[config.mk]
export PLATFORM = sky130hd
export DESIGN_NAME = ps2_device_tx
export DESIGN_NICKNAME = d
export VERILOG_FILES = /design/src/rtl/ps2_device_tx.sv
export SDC_FILE = /design/constraint.sdc
export NUM_CORES = 1
export LEC_CHECK = 0
export CAP_MARGIN = 20
export CORE_MARGIN = 1
export CORE_UTILIZATION = 25
export DETAILED_ROUTE_END_ITERATION = 16
export PLACE_DENSITY = 0.48
export SYNTH_ARGS = -nofsm -noshare
export SYNTH_HDL_FRONTEND = slang
export SYNTH_SLANG_ARGS = --single-unit
[constraint.sdc]
create_clock -name clk -period 4.1 [get_ports clk]
set_input_delay 0.41 -clock clk [delete_from_list [all_inputs] [get_ports clk]]
set_output_delay 0.41 -clock clk [all_outputs]
set_load 0.02 [all_outputs]
[src/rtl/ps2_device_tx.sv]
// ps2_device_tx: PS/2 device-to-host byte transmitter with a small transmit FIFO.
// Each queued byte is sent as an 11-bit frame (start, 8 data LSB first, odd
// parity, stop) on open-drain clock/data lines, followed by an idle gap.
// Optional build macro: PS2_INHIBIT_DETECT_EN enables host-inhibit handling
// (no frame start while the clock line is held low; abort and retransmit if
// the host pulls the clock low during a HIGH phase).
module ps2_device_tx #(
    parameter int DEPTH       = 8,
    parameter int HALF_PERIOD = 2000,
    parameter int GAP_CYCLES  = 4000
) (
    input  logic                   clk,
    input  logic                   rst,
    input  logic [7:0]             data,
    input  logic                   rts,
    output logic                   full,
    output logic [$clog2(DEPTH):0] level,
    output logic                   overflow,
    output logic                   busy,
    output logic                   ps2_clk_oe,
    output logic                   ps2_data_oe,
    input  logic                   ps2_clk_in
);

    localparam int AW   = $clog2(DEPTH);
    localparam int CMAX = (HALF_PERIOD > GAP_CYCLES) ? HALF_PERIOD : GAP_CYCLES;
    localparam int CW   = $clog2(CMAX);

    typedef enum logic [1:0] {IDLE, HIGH, LOW, GAP} state_t;

    logic [7:0]    mem [DEPTH];
    logic [AW:0]   wr_ptr;
    logic [AW:0]   rd_ptr;
    logic          push;
    logic          pop;
    logic [7:0]    head;
    logic [10:0]   frame;

    state_t        state;
    state_t        state_next;
    logic [CW-1:0] cnt;
    logic [CW-1:0] cnt_next;
    logic [3:0]    bit_idx;
    logic [3:0]    bit_next;
    logic          line_ok;

`ifdef PS2_INHIBIT_DETECT_EN
    assign line_ok = ps2_clk_in;
`else
    logic unused_clk_in;
    assign unused_clk_in = ps2_clk_in;
    assign line_ok       = 1'b1;
`endif

    // FIFO status: the extra pointer bit distinguishes full from empty.
    assign level = wr_ptr - rd_ptr;
    assign full  = (level == (AW + 1)'(DEPTH));
    assign push  = rts && !full;
    assign head  = mem[rd_ptr[AW-1:0]];

    // The head byte stays put for the whole frame; pushes only touch the tail.
    assign frame = {1'b1, ~^head, head, 1'b0};

    // FIFO pointers and sticky overflow flag.
    // NOTE: sequential state is updated with non-blocking assignments so every
    // register samples pre-edge values regardless of block ordering.
    always_ff @(posedge clk) begin
        if (rst) begin
            wr_ptr   <= '0;
            rd_ptr   <= '0;
            overflow <= 1'b0;
        end else begin
            if (push)
                wr_ptr <= wr_ptr + (AW + 1)'(1);
            if (pop)
                rd_ptr <= rd_ptr + (AW + 1)'(1);
            if (rts && full)
                overflow <= 1'b1;
        end
    end

    // FIFO storage write.
    // NOTE: storage is deliberately not reset; the pointers alone define which
    // entries are valid, so clearing the array would only cost reset fan-out.
    always_ff @(posedge clk) begin
        if (push)
            mem[wr_ptr[AW-1:0]] <= data;
    end

    // Frame FSM state, phase counter and bit index registers.
    always_ff @(posedge clk) begin
        if (rst) begin
            state   <= IDLE;
            cnt     <= '0;
            bit_idx <= '0;
        end else begin
            state   <= state_next;
            cnt     <= cnt_next;
            bit_idx <= bit_next;
        end
    end

    // Frame FSM next-state logic and FIFO pop request.
    // NOTE: every output of this block gets a default first, so no path can
    // leave a value unassigned and infer a latch.
    always_comb begin
        state_next = state;
        cnt_next   = cnt;
        bit_next   = bit_idx;
        pop        = 1'b0;
        unique case (state)
            IDLE: begin
                cnt_next = '0;
                if (level != '0 && line_ok) begin
                    state_next = HIGH;
                    bit_next   = 4'd0;
                end
            end
            HIGH: begin
                if (cnt == CW'(HALF_PERIOD - 1)) begin
                    cnt_next   = '0;
                    // A host holding the clock low at the end of HIGH aborts
                    // the frame; the byte stays queued for a full resend.
                    state_next = line_ok ? LOW : GAP;
                end else begin
                    cnt_next = cnt + CW'(1);
                end
            end
            LOW: begin
                if (cnt == CW'(HALF_PERIOD - 1)) begin
                    cnt_next = '0;
                    if (bit_idx == 4'd10) begin
                        pop        = 1'b1;
                        state_next = GAP;
                    end else begin
                        bit_next   = bit_idx + 4'd1;
                        state_next = HIGH;
                    end
                end else begin
                    cnt_next = cnt + CW'(1);
                end
            end
            GAP: begin
                if (cnt == CW'(GAP_CYCLES - 1)) begin
                    cnt_next   = '0;
                    state_next = IDLE;
                end else begin
                    cnt_next = cnt + CW'(1);
                end
            end
            default: begin
                state_next = IDLE;
                cnt_next   = '0;
            end
        endcase
    end

    // Line drivers: data bit is presented for both halves of each bit period.
    assign busy        = (state != IDLE);
    assign ps2_clk_oe  = (state == LOW);
    assign ps2_data_oe = ((state == HIGH) || (state == LOW)) && !frame[bit_idx];

endmodule

==> results.md <==
- Status: finished clean
- Syn_area_per_cell: approximately 14 um^2
- Syn Inst Count: 308
- Initial drt markers: 116
- Post-Synth Simple-Gate Area: 9.48%
- Cell variety after synth: 50
- Setup bufs post-CTS: 0
- Hold Crit Depth: 1
- DRT Pass-1 Iters: 4
- Fmax: 0.270 GHz
- R2R cell count: 10
- Worst-path clk slew: 0.07 ns
- Worst Path Required: 3.69 ns
- Seq cells post-synth: 94
- Synth top area share: between 40% and 50%
- Max-cap viol count: 0
- Seq pwr share: 46.8%
- Final Skew: 0.00905 ns
- TritonCTS Buffers: 9
- Routability Congestion: 0.702
- Initial Util: 25.7%
- Critical path endpoint category: output port
- CP Cell Sequence: buf_4 -> mux4_1 -> mux2i_1 -> xnor2_1 -> xnor2_2 -> xnor2_1 -> nor4_1 -> nor3_1 -> clkdlybuf4s50_1
- Hold Crit Class: reg2reg
- Post-synth EDFFs: 64
- PortBufs: 19
- Leakage: ~1.6 nW
- Slew @ Worst Pin: 0.845 ns
- Pins Over Slew Limit: 0
- Combinational share of power: 16.3%
- FF-to-FF Start: wr_ptr[0]
- RSZ-0062 raised after global routing: false
- Routed WL per cell: around 14 um
- Post-CTS Resized: 0
- Via/cell ratio: 4.36
- # H-tree levels: 3
- Leading area contributor after synthesis: edfxtp_1
- Commonest cells post-synth: edfxtp_1 (64), nor2_1 (33), dfxtp_1 (30), mux4_2 (18), xor2_1 (18)
- Critical hold path startpoint: cnt[0]
- CTS sink count: 94
- Sw Pwr: 0.000612 W
- Warnings from Yosys: 0
- Gr ovfl total: 0
- Hold EP: cnt[0]
- Hpwl dp: approximately 5600 um
- Net count after synthesis: 334
- I/O pin total: 21
- Total GRT Usage: about a tenth
- Longest Clk Path Bufs: 2
- Switching Share: a little over a quarter
- Pwr dens: ~450 nW/um^2
- Dominant combinational cell family by area after synthesis: multiplexers
- Fraction of the mapped netlist area in compound gates: under 10%
- Antenna-violating nets left: 0
- DR DRC count: 0
- Worst hold margin: 0.458 ns
- Clock latency on the worst-skew pair: 0.35 ns
- R2R Setup Slk: around 1 ns
- Critical path's most frequent cell: xnor2_1
- Initial antenna violation count: 0
- Min Tclk post-route: ~3.7 ns
- Number of diodes: 0
- Maximum VDD drop: 194 uV
- Final Hold Viols: 0
- Global-route wire length before repair: 13100 um
- Drt total wl: slightly above 8000 um
- Setup total negative slack: 0 ns
- CP max-delay cell: clkdlybuf4s50_1
- Critical-path maximum fanout: 17
- Sequential fraction of the synthesis area: roughly three fifths
- Row cnt: 47
- Area of the mapped netlist: 4280 um^2
- WP data arrival: around 3.3 ns
- TritonCTS clock tree: yes
- Share of cells above drive strength 1: between 15 and 20%
- Vias in the first global route: ~2500
- Multiplexer area fraction after synthesis: 12.8%
- Clk root buf: clkbuf_16
- Post-synth ARST share: 0%
- FILL cells: 1638
- Largest net degree at the start of global routing: 19
- CORE AREA: 16600 um^2
- Crit share post-route: 90.3%
- Largest stage delay on the critical path: 0.66 ns
- Count leader, synth: edfxtp_1
- Vias: 2455
- XOR/XNOR Fraction of Synth Area: 6.93%
- CP startpoint kind: register
- Relative slew slack: a little over two fifths
- Clock power frac: ~37%
- Int Pwr: 0.00169 W
- Area contributors post-synth: edfxtp_1 (45%), dfxtp_1 (14%), mux4_2 (9.5%)
- Hold buffers post-CTS: 0
- Adder-cell share of the synthesized area: 4.27%
- Fin nets: ~360
- Die height: 133 um
- Final setup violation count: 0
- Die W: 133 um
- Die ar.: between 15000 and 20000 um^2
- Synth Flop Type: edfxtp_1
- Crit Path Class: reg2out
- Layout area overhead: 18.6%
- R2r endpoint: bit_idx[2]
[worst max-delay path, delay by kind of cell (launching register included)]
kind	cells	cell delay, ns
XOR/XNOR	3	0.49
buffers and inverters	2	0.96
flip-flops	1	0.31
multiplexers	2	0.93
AND/OR/NAND/NOR	2	0.24
[placed cells by master (no fill, tap or decap), types with 6 or more instances in the layout]
cell,synthesis,layout
a21oi_1,7,7
buf_4,1,10
clkbuf_16,0,9
clkdlybuf4s50_1,0,19
dfxtp_1,30,30
edfxtp_1,64,64
ha_1,13,13
inv_1,17,17
mux2i_1,10,10
mux4_2,18,18
nand2_1,13,13
nand4_1,6,6
nor2_1,33,33
nor3_1,8,7
xnor2_1,14,14
xor2_1,18,18
[stage by stage]
stage               util [%]  std cells  area [um^2]  power (W)  worst slack (ns)
floorplan                  -        308         4280    0.00134             0.875
global placement        28.7        547         4770    0.00147             0.707
detailed placement      28.7        547         4770    0.00148             0.711
CTS                     30.5        563         5070    0.00234             0.319
global route            30.5        563         5070    0.00241             0.218
finish                  30.5        563         5070    0.00231             0.398
[cell families after synthesis]
group | after synthesis
flip-flops | 94
AND/OR/NAND/NOR | 83
XOR/XNOR | 33
multiplexers | 30
buffers and inverters | 28
AO/OA/AOI/OAI | 26
adder cells (fa/ha/maj) | 14
[final cells by class]
class / count / area, um^2 / area share (%)
flip-flops and latches: 94 / 2520 / 49.7
clock buffers: 9 / 225 / 4.44
inverters: 18 / 67.6 / 1.33
multi-input cells: 186 / 1640 / 32.4
repair buffers: 29 / 265 / 5.23
well taps: 220 / 275 / 5.43
clock inverters: 7 / 76.3 / 1.50
[worst max-delay path by stage]
| stage | endpoint | depth (start not counted) | startpoint | slack, ns |
|---|---|---|---|---|
| floorplan | mem[6][0] | 10 | wr_ptr[0] | 0.88 |
| global placement | ps2_data_oe | 9 | register | 0.71 |
| detailed placement | ps2_data_oe | 9 | register | 0.71 |
| CTS | ps2_data_oe | 9 | register | 0.32 |
| global route | ps2_data_oe | 9 | register | 0.22 |
| finish | ps2_data_oe | 9 | register | 0.40 |
[per-layer routing]
layer | part of all wire, % | wire [um] | global-route usage, % | vias up
met5 | 0 | 0 | 0 | -
met1 | 44 | 3530 | 11.5 | 1221
met2 | 51 | 4120 | 17.2 | 28
met3 | 3.6 | 292 | 3.03 | 11
met4 | 1.6 | 129 | 3.83 | 0
li1 | - | - | - | 1195
[flip-flops by register name, indices dropped and copies added, names as in the netlist, named ones only]
| signal | flops |
|---|---|
| wr_ptr | 4 |
| bit_idx | 4 |
| mem | 64 |
| cnt | 12 |
| rd_ptr | 4 |
| overflow | 1 |
| state | 2 |
[power by group through the flow]
| stage | combinational, W | sequential [W] | clock (W) |
|---|---|---|---|
| floorplan | 0.000245 | 0.00109 | 0 |
| global placement | 0.000375 | 0.00110 | 0 |
| detailed placement | 0.000382 | 0.00110 | 0 |
| CTS | 0.000383 | 0.00108 | 0.000877 |
| global route | 0.000407 | 0.00108 | 0.000914 |
| finish | 0.000375 | 0.00108 | 0.000850 |
Note: power is estimated with default switching activity, not from simulation.
